$ cat src/rtl/control_riesgos_pkg.sv
// Shared types and constants for the decode-stage hazard control unit.
package control_riesgos_pkg;

    localparam int REG_W = 4;

    typedef enum logic {
        IDLE  = 1'b0,
        STALL = 1'b1
    } estado_t;

    // Control word loaded into Reg_Exe when a bubble is inserted.
    typedef struct packed {
        logic we;
        logic mem_re;
        logic mem_we;
        logic re_a;
        logic re_b;
    } ctrl_exe_t;

    localparam ctrl_exe_t NOP_CTRL = '0;

endpackage

$ cat src/rtl/control_riesgos_contador_sat.sv
// Saturating up-counter with enable and asynchronous active-low clear.
module contador_sat #(
    parameter int W = 8
) (
    input  logic         clk,
    input  logic         rst_n,
    input  logic         en,
    output logic [W-1:0] q
);

    always_ff @(posedge clk or negedge rst_n) begin
        if (!rst_n)
            q <= '0;
        else if (en && (q != '1))
            q <= q + 1'b1;
    end

endmodule

$ cat src/rtl/control_riesgos.sv
// Load-use hazard stall and taken-branch flush control for the decode stage,
// with saturating stall/flush profiling counters.
module control_riesgos
    import control_riesgos_pkg::*;
#(
    parameter int LOAD_STALL  = 1,
    parameter int CNT_W       = 16,
    parameter int FLUSH_CNT_W = 8
) (
    input  logic                   clk,
    input  logic                   rst_n,
    input  logic [REG_W-1:0]       Ra_F_Reg,
    input  logic [REG_W-1:0]       Rb_F_Reg,
    input  logic                   RE_A_F_Reg,
    input  logic                   RE_B_F_Reg,
    input  logic [REG_W-1:0]       Robj_Reg_Exe,
    input  logic                   mem_RE_Reg_Exe,
    input  logic                   WE_Reg_Exe,
    input  logic                   branch_taken,
    output logic                   stall_F,
    output logic                   stall_F_Reg,
    output logic                   bubble_Reg_Exe,
    output logic                   flush_F_Reg,
    output logic                   in_stall,
    output logic [CNT_W-1:0]       stall_cycles,
    output logic [FLUSH_CNT_W-1:0] flush_count
);

    localparam int CW = 3;

    estado_t       state_q, state_d;
    logic [CW-1:0] cnt_q, cnt_d;
    logic          hz;

    assign hz = mem_RE_Reg_Exe & WE_Reg_Exe &
                ((RE_A_F_Reg & (Ra_F_Reg == Robj_Reg_Exe)) |
                 (RE_B_F_Reg & (Rb_F_Reg == Robj_Reg_Exe)));

    always_ff @(posedge clk or negedge rst_n) begin
        if (!rst_n) begin
            state_q <= IDLE;
            cnt_q   <= '0;
        end else begin
            state_q <= state_d;
            cnt_q   <= cnt_d;
        end
    end

    // The detection cycle is the first stall cycle, so STALL covers LOAD_STALL-1 more.
    always_comb begin
        state_d = state_q;
        cnt_d   = cnt_q;
        case (state_q)
            IDLE: begin
                if (!branch_taken && hz && (LOAD_STALL > 1)) begin
                    state_d = STALL;
                    cnt_d   = CW'(LOAD_STALL - 1);
                end
            end
            STALL: begin
                if (branch_taken) begin
                    state_d = IDLE;
                    cnt_d   = '0;
                end else begin
                    cnt_d = cnt_q - 1'b1;
                    if (cnt_q == CW'(1))
                        state_d = IDLE;
                end
            end
            default: begin
                state_d = IDLE;
                cnt_d   = '0;
            end
        endcase
    end

    always_comb begin
        stall_F        = 1'b0;
        stall_F_Reg    = 1'b0;
        bubble_Reg_Exe = 1'b0;
        flush_F_Reg    = 1'b0;
        if (rst_n) begin
            if (branch_taken) begin
                flush_F_Reg    = 1'b1;
                bubble_Reg_Exe = 1'b1;
            end else if ((state_q == STALL) || hz) begin
                stall_F        = 1'b1;
                stall_F_Reg    = 1'b1;
                bubble_Reg_Exe = 1'b1;
            end
        end
    end

    assign in_stall = (state_q == STALL);

    contador_sat #(.W(CNT_W)) u_cnt_stall (
        .clk   (clk),
        .rst_n (rst_n),
        .en    (stall_F),
        .q     (stall_cycles)
    );

    contador_sat #(.W(FLUSH_CNT_W)) u_cnt_flush (
        .clk   (clk),
        .rst_n (rst_n),
        .en    (flush_F_Reg),
        .q     (flush_count)
    );

endmodule

$ cat config.mk
export PLATFORM = sky130hd
export DESIGN_NAME = control_riesgos
export DESIGN_NICKNAME = d
export VERILOG_FILES = /design/src/rtl/control_riesgos_pkg.sv /design/src/rtl/control_riesgos_contador_sat.sv /design/src/rtl/control_riesgos.sv
export SDC_FILE = /design/constraint.sdc
export NUM_CORES = 1
export LEC_CHECK = 0
export BUFFER_PORTS_ARGS = -buffer_cell sky130_fd_sc_hd__buf_2
export CORE_MARGIN = 2
export CORE_UTILIZATION = 45
export CTS_CLUSTER_DIAMETER = 40
export DETAILED_ROUTE_END_ITERATION = 12
export PLACE_DENSITY = 0.76
export SLEW_MARGIN = 10
export SYNTH_ARGS = -nofsm -noshare
export SYNTH_HDL_FRONTEND = slang
export SYNTH_SLANG_ARGS = --single-unit
$ cat constraint.sdc
create_clock -name clk -period 4.1 [get_ports clk]
set_input_delay 0.615 -clock clk [delete_from_list [all_inputs] [get_ports clk]]
set_output_delay 0.615 -clock clk [all_outputs]
set_load 0.01 [all_outputs]
# Word level (Yosys, flattened, before mapping)
# Cells that the tools add are included.
dict set report totals {
  register_bits 28
  latchBits 0
  ram_bits 0
  mem_bits_ro 0
  input_bits 19
  n_memories 0
}
dict set report classes {
  n_addsub 3
  mul 0
  div 0
  order_cmp 0
  n_eq_ne 5
  n_shift 0
  muxes 11
  n_bitwise 5
  n_reduce_logical 3
}
# operator count
set ops {}
lappend ops {{16-bit by 1-bit adder with 16-bit output (second input constant)} 1}
lappend ops {{16-bit inequality test (second input constant)} 1}
lappend ops {{1-bit two-way mux} 10}
lappend ops {{8-bit by 1-bit adder with 8-bit output (second input constant)} 1}
lappend ops {{4-bit == test} 2}
lappend ops {{8-bit inequality test (second input constant)} 1}
lappend ops {{1-bit AND} 4}
lappend ops {{3-bit by 1-bit == test with 1-bit output (second input constant)} 1}
lappend ops {{3-bit two-way mux} 1}
lappend ops {{3-bit by 1-bit subtractor with 3-bit output (second input constant)} 1}
lappend ops {{1-bit logical AND} 2}
lappend ops {{1-bit logical OR} 1}
lappend ops {{1-bit OR} 1}

# Depth between registers and ports, before layout
dict set report depth {
  depth_word 9
  ltp_mapped 7
}

# By module
# Synthesis repeated with hierarchy kept, for this count alone.
dict set report hier_totals {
  cells_unflattened 144
  area_unflattened_um2 1600.3
}
# module instances cells_per_inst area_per_inst_um2 seq_area_each_um2
set by_module_without_submodules {}
lappend by_module_without_submodules {{contador_sat at u_cnt_stall} 1 72 859.6 400.4}
lappend by_module_without_submodules {{contador_sat at u_cnt_flush} 1 34 407.9 200.2}
lappend by_module_without_submodules {control_riesgos 1 38 332.8 100.1}

# Least setup slack after synthesis
# No wires, ideal clock.
dict set report synth_timing {
  path_type {in2out}
  from {input port mem_RE_Reg_Exe}
  to {output port stall_F_Reg}
  arrival_ns 1.659
  required_ns 3.485
  path_slack_ns 1.826
  stages 6
  path_buffers 2
  cell_sequence {and4b_1 nand3_1 o22ai_4 buf_6 or2_2 buf_4}
}
dict set report synth_between {
  elab_chain_len 6
}
# element line_no
set synth_rtl {}
lappend synth_rtl {{from (decl)} control_riesgos.sv:17} ;# input logic mem_RE_Reg_Exe,
lappend synth_rtl {{1-bit AND (2 in series)} control_riesgos.sv:35} ;# assign hz = mem_RE_Reg_Exe & WE_Reg_Exe &
lappend synth_rtl {{1-bit logical OR} control_riesgos.sv:86} ;# end else if ((state_q == STALL) || hz) begin
lappend synth_rtl {{1-bit two-way mux (3 in series)} -}
lappend synth_rtl {{to (decl)} control_riesgos.sv:21} ;# output logic stall_F_Reg,
# Every way passes these cells.

# Final worst setup path
dict set report layout_timing {
  from {input port rst_n}
  to {output port stall_F_Reg}
}
dict set report layout_between {
  elab_chain_len 1
}
# element line_no
set layout_rtl {}
lappend layout_rtl {{from (decl)} control_riesgos.sv:11} ;# input logic rst_n,
lappend layout_rtl {{1-bit two-way mux} control_riesgos.sv:82} ;# if (rst_n) begin
# Every way passes these cells.

==> summary.md <==
| Metric | Value |
|---|---|
| Synth area leader | `dfrtp_1` |
| Post-DP Area | `0.001836 mm2` |
| Fin. Hold Viols | `0` |
| Global-route wire length before repair | `5188 um` |
| Total Routing Usage GR | `0.1604` |
| Cts bufs inserted | `3` |
| Initial DRC Count | `73` |
| Design area | `roughly 0.0019 mm2` |
| Crit path time final | `2.770 ns` |
| LEAKAGE | `around 0.94 nW` |
| Routing usage on met2 | `0.2713` |
| Initial Util | `0.4683` |
| Synth cell types | `36` |
| R2r setup slk | `between 2 and 2.5 ns` |
| Pwr Total | `0.0006266 W` |
| CP required | `between 3 and 4 ns` |
| M1 GR Usage | `0.2137` |
| Synthesized area | `0.001563 mm2` |
| CP arrival | `2.15 ns` |
| Post-synthesis mux area share | `0.04884` |
| Syn Area/Cell | `10.85 um2` |
| Fin crit share | `0.6755` |
| RSZ-0062 raised after global routing | `no` |
| Post CTS Setup Buffer Count | `0` |
| CTS resizes | `0` |
| Max frequency | `0.3610 GHz` |
| Max-cap violations | `0` |
| Area contributors post-synth | `dfrtp_1, xnor2_1, mux2_2` |
| Initial antenna violation count | `0` |
| CTS clk-pin slew, worst paths | `0.15 ns` |
| Post-route DRC | `0` |
| Post-synth top cells | `dfrtp_1, xnor2_1, nand2_1` |
| WS Path Type | `input pin to output pin` |
| Largest family of logic cells by synthesized area | `simple AND/OR/NAND/NOR gates` |
| Die Ht | `about 63 um` |
| Largest net degree at the start of global routing | `32` |
| Total die area | `approximately 0.004 mm2` |
| R2R depth | `6` |
| Crit. End Element | `output pin` |
| Worst VDD drop | `between 0.4 and 0.5 mV` |
| Top-count cell post-synth | `dfrtp_1` |
| Flop pwr share | `0.562` |
| Internal | `0.0004342 W` |
| Post-synthesis compound-gate area fraction | `0.1281` |
| Warnings, synthesis | `0` |
| Root Driver | `clkbuf_4` |
| Synthesized-area fraction occupied by adder cells | `0.03203` |
| TritonCTS clock tree | `yes` |
| Setup TNS Final | `0 ns` |
| Slew margin rel. | `0.6913` |
| Post-route ant nets | `0` |
| Post-synthesis sequential area ratio | `0.4484` |
| Worst-margin pin slew | `0.4631 ns` |
| Clock latency on the worst-skew pair | `~0.33 ns` |
| DP HPWL | `around 2200 um` |
| Post-Synth XOR/XNOR Area | `0.1457` |
| FP Rows | `21` |
| Comb power frac | `0.222` |
| Global routing's busiest layer | `met2` |
| DR pass1 iterations | `4` |
| Switching power | `just under 0.0002 W` |
| Diodes inserted | `0` |
| Clk buf depth | `2` |
| Synth Area in Simple Gates | `0.1577` |
| Top FF cell, synth | `dfrtp_1` |
| GRT overflow | `0` |
| Vias in the first global route | `about 1.2k` |
| GPL Wtd Cong | `0.7960` |
| Nets@finish | `217` |
| Net Sw Frac | `0.3070` |
| Vias per cell | `5.243` |
| Cell count after synthesis | `144` |
| Number of synthesized register bits | `28` |
| IO Pins | `48` |
| H-tree depth | `1` |
| Synth top area share | `0.4484` |
| DIE WIDTH | `around 63 um` |
| Syn Nets | `167` |
| HP Class | `input pin to asynchronous set/reset pin` |
| Status | `finished, final reports clean` |
| GRT met3 Usage | `0.03243` |
| Hold_ws | `around 0.25 ns` |
| EDFF count, synth | `0` |
| Buffers on Ports | `47` |
| Max-slew violations | `0` |
| Vias | `1,253` |
| FFs w/ async S/R, synth | `1.000` |
| Final setup fails | `0` |
| Worst Skew | `~0.015 ns` |
| Reg2reg start | `u_cnt_stall.q[0]` |
| Clk sinks | `28` |
| Core area | `0.003337 mm2` |
| Crit Path Max Fanout | `31` |
| Routed len/inst | `12.52 um` |
| Hold-fix buffers, CTS | `0` |
| PwrDens | `334.7 mW/mm2` |
| Final WL | `2992 um` |
| Area grow syn2layout | `19.78%` |
| Clock Power Share | `0.215` |
| Worst R2R End | `u_cnt_stall.q[1]` |
| Fraction of layout cells with a size suffix above 1 | `0.3575` |
| Worst Setup Start Kind | `input pin` |
==> sequential cells by signal (all words and copies together) (netlist names) <==
name / cells
u_cnt_flush.q: 8
in_stall: 1
cnt_q: 3
u_cnt_stall.q: 16
==> cells by family after synthesis <==
| logic type | count (synthesis) |
|---|---|
| flops | 28 |
| buf+inv | 11 |
| xor+xnor | 26 |
| fa+ha+maj | 4 |
| simple gates | 43 |
| compound gates | 25 |
| mux | 7 |
==> layer usage <==
metal  up-vias  share of wire  wire [um]
met5         -              0          0
met3         0          0.042        127
met1       616           0.46       1371
met4         0              0          0
li1        609              -          -
met2        28           0.50       1493
==> worst max path at each step <==
stage / from / endpoint / slack (ns)
6_report: rst_n / stall_F_Reg / 1.33
2_1_floorplan: mem_RE_Reg_Exe / stall_F_Reg / 1.83
4_1_cts: rst_n / stall_F_Reg / 1.29
5_1_grt: rst_n / stall_F_Reg / 1.16
3_5_place_dp: rst_n / stall_F_Reg / 1.30
3_3_place_gp: rst_n / stall_F_Reg / 1.33
==> critical path, cell delays in order <==
cell	delay [ns]
buf_2	0.08
buf_4	0.33
and4b_1	0.28
nand3_1	0.13
o22ai_4	0.39
or2_2	0.20
buf_2	0.12
==> stage by stage <==
step                      utilization  std cells  worst slack (ns)
after global placement         0.5501        235             1.335
after global routing           0.5609        239             1.163
after detailed placement       0.5501        235             1.300
after CTS                      0.5609        239             1.295
final                          0.5609        239             1.330
after floorplan                     -        144             1.826
==> cell type report <==
type / count / area [um2]
Clock buffer: 4 / 36.28
Sequential cell: 28 / 700.7
Fill cell: 319 / 1465
Timing Repair Buffer: 49 / 250.2
Inverter: 7 / 26.28
Tap cell: 46 / 57.56
Multi-Input combinational cell: 105 / 800.8
==> placed cells by master, fill, tap and decap left out, types with 2 or more instances in the layout <==
cell type,n
buf_2,47
dfrtp_1,28
xnor2_1,23
nand2_1,10
inv_1,7
nand3_1,7
and3_1,7
o211ai_1,7
nor2_1,6
mux2_2,5
o2111ai_1,5
ha_1,4
xor2_1,3
nand4_1,3
clkbuf_4,3
a21oi_1,2
o22ai_1,2
o21ai_0,2
mux2i_1,2
and3_2,2
buf_4,2
==> power groups by stage <==
stage | registers (W) | logic [W] | clock network, W
2_1_floorplan | 0.000367 | 0.0000637 | 0
5_1_grt | 0.000360 | 0.000157 | 0.000153
6_report | 0.000352 | 0.000139 | 0.000135
3_3_place_gp | 0.000357 | 0.000138 | 0
4_1_cts | 0.000354 | 0.000142 | 0.000143
3_5_place_dp | 0.000358 | 0.000143 | 0
No activity file was read; power rests on OpenSTA's default activity.
